**config.mk**
```make
export PLATFORM = sky130hd
export DESIGN_NAME = seg_scan_ctrl
export DESIGN_NICKNAME = d
export VERILOG_FILES = /design/src/rtl/seg_scan_ctrl.sv
export SDC_FILE = /design/constraint.sdc
export NUM_CORES = 1
export LEC_CHECK = 0
export BUFFER_PORTS_ARGS = -buffer_cell sky130_fd_sc_hd__buf_2
export CAP_MARGIN = 0
export CELL_PAD_IN_SITES_DETAIL_PLACEMENT = 0
export CELL_PAD_IN_SITES_GLOBAL_PLACEMENT = 1
export CORE_AREA = 2 2 86 88
export DETAILED_ROUTE_END_ITERATION = 8
export DIE_AREA = 0 0 88 90
export GPL_ROUTABILITY_DRIVEN = 0
export HOLD_SLACK_MARGIN = 0.12
export PLACE_DENSITY = 0.81
export SLEW_MARGIN = 0
export SYNTH_ARGS = -nofsm -noshare
export SYNTH_HDL_FRONTEND = slang
export SYNTH_SLANG_ARGS = --single-unit
```
**constraint.sdc**
```tcl
create_clock -name clk -period 2.2 [get_ports clk]
set_clock_uncertainty 0.2 [all_clocks]
set_input_delay 0.44 -clock clk [delete_from_list [all_inputs] [get_ports clk]]
set_output_delay 0.44 -clock clk [all_outputs]
set_load 0.1 [all_outputs]
```
**src/rtl/seg_scan_ctrl.sv**
```systemverilog
// Four-digit multiplexed 7-segment scanner with a frame-synchronous double-buffered value.
// seg/an/frame_start are registered, one cycle behind the scan counters; there is no backpressure and load is always accepted.
module seg_scan_ctrl #(
  parameter int REFRESH_DIV   = 50000,
  parameter int BLANK_CYCLES  = 500,
  parameter int BLANK_LEADING = 1
) (
  input  logic        clk,
  input  logic        rst_n,
  input  logic        load,
  input  logic [15:0] value,
  output logic [6:0]  seg,
  output logic [3:0]  an,
  output logic        pending,
  output logic        frame_start
);

  localparam int            CW        = (REFRESH_DIV > 1) ? $clog2(REFRESH_DIV) : 1;
  localparam logic [CW-1:0] DIV_LAST  = CW'(REFRESH_DIV - 1);
  localparam logic [CW-1:0] BLANK_END = CW'(BLANK_CYCLES);

  logic [CW-1:0] div_cnt;
  logic [1:0]    digit_idx;
  logic [15:0]   disp;
  logic [15:0]   shadow;
  logic          slot_end;
  logic          boundary;
  logic [3:0]    nib;
  logic          suppress;
  logic [6:0]    seg_nxt;
  logic [3:0]    an_nxt;

  assign slot_end = (div_cnt == DIV_LAST);
  assign boundary = slot_end && (digit_idx == 2'd3);

  always_ff @(posedge clk or negedge rst_n) begin
    if (!rst_n) begin
      div_cnt   <= '0;
      digit_idx <= 2'd0;
    end else if (slot_end) begin
      div_cnt   <= '0;
      digit_idx <= digit_idx + 2'd1;
    end else begin
      div_cnt   <= div_cnt + CW'(1);
    end
  end

  // disp only moves at the frame boundary so a frame never mixes two values.
  always_ff @(posedge clk or negedge rst_n) begin
    if (!rst_n) begin
      disp    <= 16'h0000;
      shadow  <= 16'h0000;
      pending <= 1'b0;
    end else if (boundary) begin
      if (load) begin
        disp   <= value;
        shadow <= value;
      end else if (pending) begin
        disp   <= shadow;
      end
      pending <= 1'b0;
    end else if (load) begin
      shadow  <= value;
      pending <= 1'b1;
    end
  end

  function automatic logic [6:0] bcd_to_seg(input logic [3:0] d);
    case (d)
      4'd0:    bcd_to_seg = 7'b0000001;
      4'd1:    bcd_to_seg = 7'b1001111;
      4'd2:    bcd_to_seg = 7'b0010010;
      4'd3:    bcd_to_seg = 7'b0000110;
      4'd4:    bcd_to_seg = 7'b1001100;
      4'd5:    bcd_to_seg = 7'b0100100;
      4'd6:    bcd_to_seg = 7'b0100000;
      4'd7:    bcd_to_seg = 7'b0001111;
      4'd8:    bcd_to_seg = 7'b0000000;
      4'd9:    bcd_to_seg = 7'b0000100;
      default: bcd_to_seg = 7'b1111111;
    endcase
  endfunction

  always_comb begin
    nib      = disp[{digit_idx, 2'b00} +: 4];
    suppress = 1'b0;
    seg_nxt  = 7'b1111111;
    an_nxt   = 4'b1111;
    if (BLANK_LEADING != 0) begin
      case (digit_idx)
        2'd1:    suppress = (disp[15:4]  == 12'd0);
        2'd2:    suppress = (disp[15:8]  == 8'd0);
        2'd3:    suppress = (disp[15:12] == 4'd0);
        default: suppress = 1'b0;
      endcase
    end
    // Blank window at the top of each slot hides ghosting while anodes switch.
    if ((div_cnt >= BLANK_END) && !suppress) begin
      an_nxt  = ~(4'b0001 << digit_idx);
      seg_nxt = bcd_to_seg(nib);
    end
  end

  always_ff @(posedge clk or negedge rst_n) begin
    if (!rst_n) begin
      seg         <= 7'b1111111;
      an          <= 4'b1111;
      frame_start <= 1'b0;
    end else begin
      seg         <= seg_nxt;
      an          <= an_nxt;
      frame_start <= boundary;
    end
  end

endmodule

```
==> summary.md, run 1 <==
| Metric | Value |
|---|---|
| Place WS | 62.2 ps |
| Tcrit/Tclk final | 96.7% |
| Unique masters post-synth | 43 |
| # fillers | 605 |
| Delay of the slowest critical-path stage | 410 ps |
| DP Area | 3300 um^2 |
| Area growth from synthesis to final layout | 19.1% |
| Syn_area_per_cell | 13.1 um^2 |
| Iter 0 DRT Violations | 87 |
| Die Area | 7920 um^2 |
| Worst hold-check path type | input pin to flip-flop |
| Share of cells above drive strength 1 | 42.0% |
| Drt total wl | 5190 um |
| Boundary Pins | 32 |
| GRT overflow | 0 |
| Vias | 1821 |
| IO Port Bufs | 31 |
| Post-DP HPWL | 3860 um |
| Routed len/inst | 13.6 um |
| Clock buffer depth | 2 |
| WP data arrival | 2150 ps |
| Worst vdd ir | 0.337 mV |
| DRC viols | 0 |
| Initial antenna violation count | 0 |
| CTS sink cnt | 63 |
| Yosys Warn Count | 0 |
| Max Clk Rate | 470 MHz |
| Pin slew with the least headroom to its limit | 488 ps |
| Setup TNS | 0 ps |
| Netlist Area Pre-Place | 2950 um^2 |
| CP delay by family, top | simple AND/OR/NAND/NOR gates |
| DIE WIDTH | 88 um |
| Run status | completed |
| Slowest-stage cell, CP | or3_1 |
| Required time of the critical path | 2220 ps |
| Largest cells by area after synthesis | dfrtp_1 (44%), dfstp_2 (9.8%), mux2_2 (8.8%) |
| Fin worst setup slack | 73.1 ps |
| Setup Crit Path Kind | flip-flop to flip-flop |
| First-pass GRT wire length | 9160 um |
| Initial DRT Pass Iterations | 4 |
| Worst-Skew Late Latency | 340 ps |
| Die Y-Extent | 90 um |
| Mapped Nets | 258 |
| Most frequent cells in the layout | dfrtp_1 (51), buf_2 (31), mux2_2 (23), nor2_1 (16), buf_4 (14) |
| Max transition margin | 67.4% |
| Ys flop type | dfrtp_1 |
| N_diodes | 0 |
| Largest net degree at the start of global routing | 42 |
| Initial Util | 42.1% |
| Total global routing track utilization | 15.3% |
| Post-DRT Antenna Nets | 0 |
| DR vias/cell | 4.79 |
| Clock-pin slew on the worst setup and hold paths | 70 ps |
| FP Rows | 31 |
| H-tree Lvls | 3 |
| Critical Path, Cell by Cell | ha_2 -> and3_4 -> nand4_2 -> or3_1 -> buf_12 -> mux2_4 |
| CTS Root Cell | clkbuf_8 |
| Nets | 308 |
| Final core utilization | 50.1% |
| PwrDens | 665 nW/um^2 |
| Top-area cell type share of the netlist area | 44.0% |
| Max_cap viols | 0 |
| Buffers & Inverters on Critical Path | 1 |
| CTS tree | done |
| Core Area | 7020 um^2 |
| Critical Path Source Type | flip-flop |
| Post-route cell area | 3520 um^2 |
| Synth area leader | dfrtp_1 |
| Min Clock Period, post-route | 2130 ps |
| Gate count after technology mapping | 226 |
| Sequential area share after synthesis | 53.8% |
| Final Max Tran Viols | 0 |
| Final setup viols | 0 |
| #FFs+latches synth | 63 |
| Commonest non-fill, non-tap cell in the layout | dfrtp_1 |
| Async set or reset register ratio after synthesis | 100% |
| Hold Vio Cnt, Final | 0 |
| Total CTS buffers | 9 |
| Post-synth EDFFs | 0 |
| Max FO, Critical Path | 16 |
| Critical Path End Type | flip-flop |
| LEAKAGE | 1.61 nW |
| Number of global-route vias before repair | 1931 |
| Unrepaired setup endpoints after global routing | no |
cell usage after synthesis (5+ instances only):
cell type	number
dfrtp_1	52
mux2_2	23
nor2_1	16
ha_1	13
dfstp_2	11
mux2_4	10
nand2_1	10
nand3_1	9
inv_1	8
xnor2_1	8
xor2_1	7
nand4_1	5
o211ai_1	5
cell families (layout without fill, tap and decap cells):
kind of cell / after synthesis / count (layout) / synth area share [%]
buffers and inverters: 16 / 71 / 3.01
AOI/OAI and AO/OA: 14 / 14 / 3.05
muxes: 37 / 37 / 16.9
DFF: 63 / 63 / 53.8
xor gates and xnor gates: 15 / 15 / 4.45
and+or+nand+nor: 68 / 68 / 13.3
adders and majority gates: 13 / 13 / 5.51
per-stage QoR:
step           total power, mW  instances  hold slack [ps]
4_1_cts                   2.37        379              129
3_3_place_gp              1.37        362              250
2_1_floorplan             1.31        226            -55.6
3_5_place_dp              1.37        362              252
5_1_grt                   2.44        380              134
6_report                  2.34        380              143
path summary, 6_finish.rpt:
check                           startpoint    endpoint  slack [ps]  depth (start not counted)
worst max-delay path            div_cnt[1]     disp[9]          70                          6
max in group asynchronous            rst_n      seg[2]         930                          3
worst max register to register  div_cnt[1]     disp[9]          70                          6
min in group asynchronous            rst_n  div_cnt[9]         420                          3
worst min-delay path              value[7]   shadow[7]         140                          2
worst min register to register   shadow[3]   shadow[3]         290                          1
final cells by class:
| class | instances | area, um^2 | share of cell area [%] |
|---|---|---|---|
| Sequential cell | 63 | 1590 | 45.3 |
| Multi-Input combinational cell | 147 | 1280 | 36.5 |
| Timing Repair Buffer | 47 | 290 | 8.25 |
| Clock buffer | 11 | 141 | 4.02 |
| Tap cell | 99 | 124 | 3.52 |
| Clock inverter | 5 | 57.6 | 1.64 |
| Inverter | 8 | 30.0 | 0.854 |
state kept, by name, summed over array words and instances, names as in the netlist:
register	count
digit_idx	2
seg	7
disp	16
shadow	16
an	4
frame_start	1
pending	1
div_cnt	16
power breakdown:
part / switching, mW / internal [mW] / leakage [nW]
combinational: 0.0653 / 0.0687 / 0.737
sequential: 0.0157 / 1.20 / 0.778
clock: 0.438 / 0.551 / 0.0916
total: 0.519 / 1.82 / 1.61
per-layer routing:
layer	part of all wire, %	global-route usage [%]	wire (um)
met4	2.5	8.46	129
met1	46	20.4	2400
met2	47	22.2	2450
met5	0	0	0
met3	4.1	4.59	211
what timing repair did:
item / CTS / global route
resized for setup: 0 / 1
buffers inserted: 0 / 1
endpoints found under the setup margin: 0 / 10
hold buffers: 1 / 0
endpoints found under the hold margin: 52 / 0
No activity file was read; power rests on OpenSTA's default activity.
==> run 2, diff against run 1 <==
- BUFFER_PORTS_ARGS: -buffer_cell sky130_fd_sc_hd__buf_2 -> -buffer_cell sky130_fd_sc_hd__clkbuf_2
==> run 2 against run 1 <==
  * Maximum frequency grew 2.0%
  * Clock-buffer cell count shrank 2
  * Final cell count grew 1.6%
  * Sequential power is essentially flat
  * Critical endpoint is now disp[7]
==> summary.md, run 2 (synthesized netlist as in run 1, its figures left out) <==
| Metric | Value |
|---|---|
| Initial Util | 42.1% (unchanged) |
| Buffers & Inverters on Critical Path | 1 (unchanged) |
| Min Clock Period, post-route | 2090 ps (-41.6 ps) |
| Max FO, Critical Path | 16 (unchanged) |
| Largest registers | disp x16, div_cnt x16, shadow x16 |
| CTS sink cnt | 63 (unchanged) |
| Pin slew with the least headroom to its limit | 545 ps (+56.7 ps) |
| CP delay by family, top | simple AND/OR/NAND/NOR gates |
| Boundary Pins | 32 (unchanged) |
| CTS Root Cell | clkbuf_8 |
| LEAKAGE | 1.67 nW (+3.7%) |
| Die Y-Extent | 90 um (unchanged) |
| Number of global-route vias before repair | 1865 (-3.4%) |
| Post-DRT Antenna Nets | 0 (unchanged) |
| Tcrit/Tclk final | 94.8% (-1.9 points) |
| Hold Crit Start | value[0] |
| Clock buffer depth | 2 (unchanged) |
| Max_cap viols | 0 (unchanged) |
| Delay of the slowest critical-path stage | 440 ps (+30 ps) |
| Routed len/inst | 13.4 um (-1.5%) |
| PwrDens | 654 nW/um^2 (-1.7%) |
| WP data arrival | 2120 ps (-30 ps) |
| Total global routing track utilization | 15.4% (+0.032 points) |
| IO Port Bufs | 31 (unchanged) |
| Commonest non-fill, non-tap cell in the layout | dfrtp_1 |
| Clock-pin slew on the worst setup and hold paths | 70 ps (about the same) |
| Setup TNS | 0 ps (unchanged) |
| DP Area | 3330 um^2 (+1.1%) |
| Die Area | 7920 um^2 (unchanged) |
| Final setup viols | 0 (unchanged) |
| Hold Vio Cnt, Final | 0 (unchanged) |
| Most frequent cells in the layout | dfrtp_1 (51), clkbuf_2 (31), mux2_2 (23), buf_4 (18), nor2_1 (16) |
| FP Rows | 31 (unchanged) |
| Largest net degree at the start of global routing | 64 (+52%) |
| Total CTS buffers | 9 (unchanged) |
| CTS tree | done |
| # fillers | 624 (+3.1%) |
| Initial antenna violation count | 0 (unchanged) |
| Core Area | 7020 um^2 (unchanged) |
| Worst hold-check path type | input pin to flip-flop |
| Critical Path End Type | flip-flop |
| DIE WIDTH | 88 um (unchanged) |
| Max Clk Rate | 480 MHz (+2.0%) |
| Critical Path, Cell by Cell | nor4_4 -> nand4_2 -> or3_1 -> buf_12 -> mux2_4 |
| Post-DP HPWL | 3750 um (-2.9%) |
| Unrepaired setup endpoints after global routing | no |
| Worst vdd ir | 0.318 mV (-5.5%) |
| DR vias/cell | 4.84 (+1.0%) |
| Reg2reg start | div_cnt[13] |
| Run status | completed |
| Required time of the critical path | 2230 ps (about the same) |
| H-tree Lvls | 3 (unchanged) |
| First-pass GRT wire length | 9180 um (+0.15%) |
| Drt total wl | 5190 um (about the same) |
| Crit path launch | div_cnt[13] |
| Iter 0 DRT Violations | 48 (-45%) |
| Nets | 314 (+1.9%) |
| Max transition margin | 63.8% (-3.6 points) |
| Critical Path Source Type | flip-flop |
| Setup Crit Path Kind | flip-flop to flip-flop |
| Initial DRT Pass Iterations | 4 (unchanged) |
| Vias | 1869 (+2.6%) |
| DRC viols | 0 (unchanged) |
| Post-route cell area | 3570 um^2 (+1.6%) |
| Area growth from synthesis to final layout | 20.9% |
| N_diodes | 0 (unchanged) |
| Slowest-stage cell, CP | dfrtp_1 |
| Final Max Tran Viols | 0 (unchanged) |
| GRT overflow | 0 (unchanged) |
| Worst-Skew Late Latency | 340 ps (about the same) |
| Share of cells above drive strength 1 | 43.2% (+1.2 points) |
==> run 2: worst paths after layout <==
check	end	depth (start not counted)	slack (ps)
setup / recovery	disp[7]	5	110
hold / removal	shadow[0]	2	140
setup reg to reg	disp[7]	5	110
hold reg to reg	shadow[8]	1	300
max in group asynchronous	seg[2]	3	1050
min in group asynchronous	div_cnt[10]	3	430
==> run 2: cell type report <==
cell class | count | area (um^2) | area share [%]
Timing Repair Buffer | 53 | 350 | 9.81
Tap cell | 99 | 124 | 3.47
Inverter | 8 | 30.0 | 0.841
Sequential cell | 63 | 1590 | 44.6
Clock buffer | 9 | 124 | 3.47
Multi-Input combinational cell | 147 | 1280 | 35.8
Clock inverter | 7 | 72.6 | 2.03
==> run 2: timing repair <==
action	4_1_cts	5_1_grt
hold endpoints to repair	53	0
endpoints found under the setup margin	0	3
resized for setup	0	1
hold buffers	2	0
buffers inserted	0	3
==> run 2: power breakdown <==
group          internal [mW]  switching, mW  leakage, nW
sequential              1.20         0.0169        0.778
clock                  0.523          0.457       0.0956
combinational         0.0729         0.0650        0.793
==> run 2: stage by stage <==
stage / cells / total power [mW] / util [%] / hold slack, ps / setup WS [ps]
after global placement: 365 / 1.37 / 47.5 / 277 / 151
final: 386 / 2.33 / 50.9 / 143 / 115
after global routing: 386 / 2.46 / 50.9 / 134 / 12.4
after detailed placement: 365 / 1.37 / 47.5 / 279 / 124
after floorplan: 226 / 1.31 / - / -55.6 / 1.45
after CTS: 383 / 2.38 / 50.6 / 121 / 104
==> run 2: per-layer routing <==
metal  GRT usage (%)  up-vias  share of wire [%]
met5               0        -                  0
met4            6.92        0                2.0
met3            5.05        8                4.2
met2            21.6       29                 46
met1            21.4      924                 48
li1                -      908                  -
